--- src/rtl/multicycle_ctrl.sv ---
// Multi-cycle MIPS control FSM: sequences fetch/decode/execute over a shared datapath
// and vectors to the exception handler. Define CTRL_EXT_INT_EN to add the ext_int input.
module multicycle_ctrl #(
   parameter int WAIT_MAX = 16,
   parameter int CNT_W    = 5
) (
   input  logic       clk,
   input  logic       rst_n,
`ifdef CTRL_EXT_INT_EN
   input  logic       ext_int,
`endif
   input  logic [5:0] OP,
   input  logic       OF,
   input  logic       Zero,
   input  logic       mem_ready,
   output logic       PCWrite,
   output logic       PCWriteCond,
   output logic       IorD,
   output logic       MemRd,
   output logic       MemWr,
   output logic       IRWrite,
   output logic       MemtoReg,
   output logic       RegWr,
   output logic       RegDst,
   output logic       ALUSrcA,
   output logic [1:0] ALUSrcB,
   output logic [1:0] ALUOp,
   output logic [1:0] PCSource,
   output logic       EPCWrite,
   output logic       CauseWrite,
   output logic [1:0] IntCause,
   output logic       CPUInt,
   output logic [3:0] state
);

   localparam logic [5:0] OP_R   = 6'b000000;
   localparam logic [5:0] OP_LW  = 6'b100011;
   localparam logic [5:0] OP_SW  = 6'b101011;
   localparam logic [5:0] OP_BEQ = 6'b000100;
   localparam logic [5:0] OP_J   = 6'b000010;

   typedef enum logic [3:0] {
      FETCH  = 4'd0,
      DECODE = 4'd1,
      MEMADR = 4'd2,
      MEMRD  = 4'd3,
      MEMWB  = 4'd4,
      MEMWR  = 4'd5,
      EXEC   = 4'd6,
      RWB    = 4'd7,
      BRANCH = 4'd8,
      JUMP   = 4'd9,
      EXCP   = 4'd10
   } state_t;

   state_t           cur_state, next_state;
   logic [CNT_W-1:0] wait_cnt;
   logic             wait_state, timeout, ext_irq;
   logic             cause_load;
   logic [1:0]       cause_next;

   // The branch condition is resolved in the datapath (PCWriteCond & Zero).
   logic unused_zero;
   assign unused_zero = Zero;

   assign state      = cur_state;
   assign wait_state = (cur_state == FETCH) || (cur_state == MEMRD) || (cur_state == MEMWR);
   assign timeout    = wait_state && !mem_ready && (wait_cnt == CNT_W'(WAIT_MAX - 1));

`ifdef CTRL_EXT_INT_EN
   assign ext_irq = ext_int && (cur_state == FETCH) && (wait_cnt == '0);
`else
   assign ext_irq = 1'b0;
`endif

   always_ff @(posedge clk or negedge rst_n) begin
      if (!rst_n) begin
         cur_state <= FETCH;
         wait_cnt  <= '0;
         IntCause  <= 2'd0;
      end else begin
         cur_state <= next_state;
         if (next_state != cur_state)
            wait_cnt <= '0;
         else if (wait_state && !mem_ready)
            wait_cnt <= wait_cnt + CNT_W'(1);
         if (cause_load)
            IntCause <= cause_next;
      end
   end

   always_comb begin
      next_state  = cur_state;
      cause_load  = 1'b0;
      cause_next  = 2'd0;
      PCWrite     = 1'b0;
      PCWriteCond = 1'b0;
      IorD        = 1'b0;
      MemRd       = 1'b0;
      MemWr       = 1'b0;
      IRWrite     = 1'b0;
      MemtoReg    = 1'b0;
      RegWr       = 1'b0;
      RegDst      = 1'b0;
      ALUSrcA     = 1'b0;
      ALUSrcB     = 2'b00;
      ALUOp       = 2'b00;
      PCSource    = 2'b00;
      EPCWrite    = 1'b0;
      CauseWrite  = 1'b0;
      CPUInt      = 1'b0;

      case (cur_state)
         FETCH: begin
            ALUSrcB = 2'b01;
            if (ext_irq) begin
               next_state = EXCP;
               cause_load = 1'b1;
               cause_next = 2'd3;
            end else begin
               MemRd   = !timeout;
               IRWrite = mem_ready;
               PCWrite = mem_ready;
               if (mem_ready) begin
                  next_state = DECODE;
               end else if (timeout) begin
                  next_state = EXCP;
                  cause_load = 1'b1;
                  cause_next = 2'd2;
               end
            end
         end
         DECODE: begin
            ALUSrcB = 2'b11;
            case (OP)
               OP_LW, OP_SW: next_state = MEMADR;
               OP_R:         next_state = EXEC;
               OP_BEQ:       next_state = BRANCH;
               OP_J:         next_state = JUMP;
               default: begin
                  next_state = EXCP;
                  cause_load = 1'b1;
                  cause_next = 2'd0;
               end
            endcase
         end
         MEMADR: begin
            ALUSrcA = 1'b1;
            ALUSrcB = 2'b10;
            if (OP == OP_SW)
               next_state = MEMWR;
            else if (OP == OP_LW)
               next_state = MEMRD;
            else
               next_state = FETCH;
         end
         MEMRD: begin
            IorD  = 1'b1;
            MemRd = !timeout;
            if (mem_ready) begin
               next_state = MEMWB;
            end else if (timeout) begin
               next_state = EXCP;
               cause_load = 1'b1;
               cause_next = 2'd2;
            end
         end
         MEMWB: begin
            RegWr      = 1'b1;
            MemtoReg   = 1'b1;
            next_state = FETCH;
         end
         MEMWR: begin
            IorD  = 1'b1;
            MemWr = !timeout;
            if (mem_ready) begin
               next_state = FETCH;
            end else if (timeout) begin
               next_state = EXCP;
               cause_load = 1'b1;
               cause_next = 2'd2;
            end
         end
         EXEC: begin
            ALUSrcA    = 1'b1;
            ALUOp      = 2'b10;
            next_state = RWB;
         end
         RWB: begin
            // An overflowing result must never reach the register file.
            RegDst = 1'b1;
            RegWr  = !OF;
            if (OF) begin
               next_state = EXCP;
               cause_load = 1'b1;
               cause_next = 2'd1;
            end else begin
               next_state = FETCH;
            end
         end
         BRANCH: begin
            ALUSrcA     = 1'b1;
            ALUOp       = 2'b01;
            PCWriteCond = 1'b1;
            PCSource    = 2'b01;
            next_state  = FETCH;
         end
         JUMP: begin
            PCWrite    = 1'b1;
            PCSource   = 2'b10;
            next_state = FETCH;
         end
         EXCP: begin
            CPUInt     = 1'b1;
            EPCWrite   = 1'b1;
            CauseWrite = 1'b1;
            PCWrite    = 1'b1;
            PCSource   = 2'b11;
            next_state = FETCH;
         end
         default: next_state = FETCH;
      endcase

      // Reset kills every architectural write immediately, even mid-instruction.
      if (!rst_n) begin
         PCWrite     = 1'b0;
         PCWriteCond = 1'b0;
         MemWr       = 1'b0;
         RegWr       = 1'b0;
         IRWrite     = 1'b0;
         EPCWrite    = 1'b0;
         CauseWrite  = 1'b0;
         CPUInt      = 1'b0;
      end
   end

endmodule

--- config.mk ---
export PLATFORM = sky130hd
export DESIGN_NAME = multicycle_ctrl
export DESIGN_NICKNAME = d
export VERILOG_FILES = /design/src/rtl/multicycle_ctrl.sv
export SDC_FILE = /design/constraint.sdc
export NUM_CORES = 1
export LEC_CHECK = 0
export CAP_MARGIN = 25
export CORE_MARGIN = 3
export CORE_UTILIZATION = 46
export CTS_BUF_LIST = sky130_fd_sc_hd__clkbuf_4 sky130_fd_sc_hd__clkbuf_8
export CTS_CLUSTER_DIAMETER = 30
export DETAILED_ROUTE_END_ITERATION = 8
export PLACE_DENSITY = 0.82
export SYNTH_ARGS = -nofsm -noshare
export SYNTH_HDL_FRONTEND = slang
export SYNTH_SLANG_ARGS = --single-unit
export TNS_END_PERCENT = 10
--- constraint.sdc ---
create_clock -name clk -period 2.6 [get_ports clk]
set_input_delay 0.39 -clock clk [delete_from_list [all_inputs] [get_ports clk]]
set_output_delay 0.39 -clock clk [all_outputs]
set_load 0.05 [all_outputs]
# After elaboration in Yosys (flattened, before gate mapping)

Index checks and enable logic that the tools add are counted.

Add/sub/neg operators: 1
Eq/ne operators: 16
Muxes and demuxes: 40
Reduce and logical (&&, ||, !) cells: 17

Operators by type and width:

| cell                                                                  | number |
|---|---|
| 4-bit case mux with 7 select lines                                    | 1 |
| 1-bit 2-to-1 mux                                                      | 20 |
| 4-bit 2-to-1 mux                                                      | 5 |
| 4-bit by 3-bit equality test with 1-bit output, second input constant | 4 |
| 4-bit case mux with 4 select lines                                    | 1 |
| 4-bit equality test, second input constant                            | 3 |
| 6-bit equality test, second input constant                            | 2 |
| 2-bit case mux with 3 select lines                                    | 2 |
| 5-bit 2-to-1 mux                                                      | 2 |
| 4-bit by 2-bit equality test with 1-bit output, second input constant | 2 |
| 2-bit case mux with 2 select lines                                    | 2 |
| 2-bit OR reduction                                                    | 4 |
| 6-bit by 2-bit equality test with 1-bit output, second input constant | 1 |
| 6-bit by 3-bit equality test with 1-bit output, second input constant | 1 |
| 6-bit logical NOT                                                     | 1 |
| 2-bit 2-to-1 mux                                                      | 3 |
| 3-bit OR reduction                                                    | 2 |
| 5-bit by 1-bit adder with 5-bit output, second input constant         | 1 |
| 5-bit by 4-bit equality test with 1-bit output, second input constant | 1 |
| 5-bit OR reduction                                                    | 1 |
| 4-bit by 1-bit equality test with 1-bit output, second input constant | 1 |
| 4-bit logical NOT                                                     | 1 |
| 4-bit inequality test                                                 | 1 |
| 1-bit case mux with 2 select lines                                    | 2 |
| other kinds (6)                                                       | 10 |

Register bits after elaboration: 11
Input bits: 11
Output and inout bits: 25
Word-level logic and storage cells: 77

# Longest topological paths before layout

Depth in word-level cells: 10
Mapped depth: 7
Depth with buffers taken out: 7

# Least setup slack after synthesis

No wires, ideal clock.

Kind: reg2out
From: register cur_state[0] (netlist: state[0])
To: output port MemWr
Arrival: 2379 ps
Slack: -169 ps
Stages on the path, launching flop included: 5
Path through: dfrtp_1 xnor2_1 mux2_4 and2_1 nor3_1

Word-level cells in the longest chain between the ends: 8

Ends and longest elaborated chain:

| element                                                                                    | line | RTL |
|---|---|---|
| start, declared                                                                            | 56   | `state_t cur_state, next_state;` |
| start signal, assigned                                                                     | 82   | `cur_state <= next_state;` |
| 4-bit by 2-bit equality test with 1-bit output / 4-bit logical NOT (equally long branches) | 67   | `assign wait_state = (cur_state == FETCH) \|\| (cur_state == MEMRD) \|\| (cur_state == MEMWR);` |
| 1-bit logical OR (2 in a row)                                                              | 67   |  |
| 1-bit logical AND (2 in a row)                                                             | 68   | `assign timeout = wait_state && !mem_ready && (wait_cnt == CNT_W'(WAIT_MAX - 1));` |
| 1-bit logical NOT                                                                          | 175  | `MemWr = !timeout;` |
| 1-bit 2-to-1 mux (*)                                                                       | 113  | `case (cur_state)` |
| 1-bit 2-to-1 mux (*)                                                                       | 225  | `if (!rst_n) begin` |
| end, declared                                                                              | 20   | `output logic MemWr,` |

Mark *: on every way between the ends. The rest lies on a longest branch, timed or not.

# Worst setup path after layout

From: register wait_cnt[0]
To: output port MemWr

Word-level cells in the longest chain between the ends: 5

Ends and longest elaborated chain:

| element                                        | line | RTL |
|---|---|---|
| start, declared                                | 57   | `logic [CNT_W-1:0] wait_cnt;` |
| start signal, assigned                         | 86   | `wait_cnt <= wait_cnt + CNT_W'(1);` |
| 5-bit by 4-bit equality test with 1-bit output | 68   |  |
| 1-bit logical AND                              | 68   |  |
| 1-bit logical NOT                              | 175  |  |
| 1-bit 2-to-1 mux                               | 113  |  |
| 1-bit 2-to-1 mux                               | 225  |  |

Every way passes these cells.

==> summary.md <==
| Metric | Value |
|---|---|
| Status | finished clean |
| Share of post-route cells with drive strength above 1 | 0.216 |
| Pre-CTS WS | -59.4 ps |
| Worst-Margin Slew | 536 ps |
| Maximum root-to-sink buffer count | 2 |
| Synth warn | 0 |
| Rows | 16 |
| CTS tree | built |
| Reg-to-Reg End | wait_cnt[0] |
| Total Routing Usage GR | 0.231 |
| Yosys top cell by area | dfrtp_1 |
| CP max stage cell | dfrtp_1 |
| Ranking of synthesized cells by area | dfrtp_1 28%, nor2_1 6.5%, nor4_1 4.5%, xor2_1 4.5%, nand2_1 3.4% |
| Worst-path clk slew | 70 ps |
| Mux share of post-synthesis cell area | 0.0369 |
| Synth Cell Area | 982 um^2 |
| Post-synthesis sequential area ratio | 0.280 |
| Placeable Area | 1980 um^2 |
| Peak VDD IR | 1260 uV |
| Max FO, Critical Path | 4 |
| Die Ht | 52.2 um |
| Post-synthesis compound-gate area fraction | 0.122 |
| Tcrit/Tclk final | 0.965 |
| Clk sinks | 11 |
| Syn_area_per_cell | 7.73 um^2 |
| Placer Congestion | 0.837 |
| H-tree depth | 1 |
| Total number of vias | 1137 |
| Leakage | 0.683 nW |
| Max cap viols | 0 |
| Number of global-route vias before repair | 1061 |
| Final WS setup | 91.6 ps |
| Post-CTS setup buffer count | 0 |
| Clk Latency, worst-skew pair | 270 ps |
| Hpwl dp | 2330 um |
| Crit path buf inv count | 1 |
| Worst min path class | in2async |
| Antenna-violating nets left | 0 |
| Worst R2R Start | wait_cnt[0] |
| Initial antenna violation count | 0 |
| CP cell instances | ha_1 -> and3_1 -> ha_1 -> and2_1 -> and2_1 -> nor3_2 -> buf_12 |
| Final core utilization | 0.760 |
| Register-to-Register Setup Slack | 130 ps |
| Worst setup EP type | primary output |
| Fin. Hold Viols | 0 |
| Pwr/cell area | 1080 nW/um^2 |
| DRC violations left | 0 |
| Area delta synth->final | 53.4% |
| Fmax achieved | 399 MHz |
| RSZ-0062 raised after global routing | true |
| Max Slew Vio Count | 0 |
| Largest net degree at the start of global routing | 23 |
| Synth Area in Adders | 0.0255 |
| Crit path max-delay family | simple AND/OR/NAND/NOR gates |
| Design Area, Final | 1510 um^2 |
| WS Path Type | reg2out |
| Fin crit period | 2510 ps |
| #FFs+latches synth | 11 |
| # nets final | 181 |
| I/O pin total | 36 |
| Global route overflow | 0 |
| Reg2Reg Depth | 7 |
| Setup violators final | 0 |
| Req. time, crit path | 2210 ps |
| Global-route wire length before repair | 4830 um |
| Average wire per cell in the routed design | 14.9 um |
| Post-synth ARST share | 1.00 |
| Clock Skew | 2.57 ps |
| # port buffers | 34 |
| Normalized max-slew margin | 0.641 |
| Total wire length | 2900 um |
| Die width | 52.2 um |
| Antenna Cells | 0 |
| Initial Util | 0.496 |
| DIE AREA | 2730 um^2 |
| Worst Path Arrival | 2120 ps |
| Most used flip-flop cell after synthesis | dfrtp_1 |
| Initial DRC count | 34 |
| Number of flops mapped to enable cells by yosys | 0 |
| CTS Buf Count | 3 |
| Startpoint Class | register |
| Largest family of logic cells by synthesized area | simple AND/OR/NAND/NOR gates |
| DP Area | 1470 um^2 |
| Cell variety after synth | 43 |
| Root buffer cell | clkbuf_4 |
| Simple-gate share of the synthesized area | 0.411 |
| Vias/cell | 5.86 |
| Synth top area share | 0.280 |
| Number of iterations in the first detailed-routing pass | 4 |
| Net Count, Synth | 140 |
| CP max stage delay | 420 ps |
| Synth Area in XOR/XNOR | 0.0624 |
| Mapped Cells | 127 |
power by group:
| group | switching, mW | internal (mW) | leakage, nW |
|---|---|---|---|
| clock network | 0.0549 | 0.0698 | 0.0184 |
| registers | 0.0585 | 0.201 | 0.150 |
| logic | 0.794 | 0.447 | 0.514 |
| total | 0.907 | 0.718 | 0.683 |
through the flow:
stage,power [mW],hold slack (ps),cells,setup TNS (ps)
after global placement,1.48,464,190,0
final,1.63,477,194,0
after floorplan,1.08,94.4,127,-6.89
after global routing,1.72,493,194,-0.109
after detailed placement,1.50,466,190,-181
after CTS,1.62,482,194,0
cell families after synthesis:
kind of cell             after synthesis
AND/OR/NAND/NOR                       73
flip-flops                            11
multiplexers                           3
buffers and inverters                 13
XOR/XNOR                               7
AO/OA/AOI/OAI                         18
adder cells (fa/ha/maj)                2
placed cells by master (no fill, tap or decap), types with 2 or more instances in the layout:
cell type / count
and3_1: 5
nor4_1: 6
or4_1: 2
xor2_1: 5
xnor2_1: 2
a21oi_1: 6
clkdlybuf4s50_1: 15
ha_1: 2
inv_1: 5
nand4b_1: 3
nor2b_1: 4
nor3_1: 5
and2_1: 2
buf_4: 18
nand2_1: 9
clkbuf_4: 4
buf_12: 9
nand3_1: 5
nand2b_1: 4
nor4b_1: 2
dfrtp_1: 11
o21ai_1: 2
nor2_1: 17
dlymetal6s2s_1: 2
layer usage:
| metal | GRT usage | share of wire | up-vias |
|---|---|---|---|
| li1 | - | - | 545 |
| met1 | 0.284 | 0.41 | 549 |
| met2 | 0.402 | 0.53 | 39 |
| met3 | 0.0570 | 0.058 | 4 |
| met4 | 0.0596 | 0.0086 | 0 |
| met5 | 0 | 0 | - |
state kept, by name (all words and copies together) (netlist names):
signal and flops:
state 4, wait_cnt 5, IntCause 2
cells in the mapped netlist, types with 2 or more instances:
master / number
a21oi_1: 6
and2_1: 2
and3_1: 5
buf_2: 3
buf_4: 2
clkbuf_1: 2
dfrtp_1: 11
ha_1: 2
inv_1: 5
nand2_1: 9
nand2b_1: 4
nand3_1: 5
nand4b_1: 3
nor2_1: 17
nor2b_1: 4
nor3_1: 6
nor4_1: 7
nor4b_1: 2
o21ai_1: 2
or4_1: 2
xnor2_1: 2
xor2_1: 5
worst max path at each step:
stage | cells past startpoint | to | start | slack (ps)
finish | 7 | MemWr | wait_cnt[0] | 90
global route | 7 | wait_cnt[0] | wait_cnt[0] | -0.1
CTS | 4 | PCSource[0] | state[2] | 70
detailed placement | 6 | wait_cnt[2] | OP[0] | -60
global placement | 6 | wait_cnt[2] | OP[0] | 70
floorplan | 5 | CauseWrite | state[1] | -3
final cells by class:
| type | instances | area [um^2] |
|---|---|---|
| Inverter | 5 | 18.8 |
| Multi-Input combinational cell | 103 | 658 |
| Fill cell | 145 | 475 |
| Tap cell | 27 | 33.8 |
| Clock buffer | 4 | 30.0 |
| Sequential cell | 11 | 275 |
| Timing Repair Buffer | 44 | 490 |
what timing repair did:
action / 4_1_cts / 5_1_grt
hold buffers: 0 / 0
resized for setup: 0 / 3
setup endpoints to repair: 0 / 3
Power figures use the tool's default switching activity.
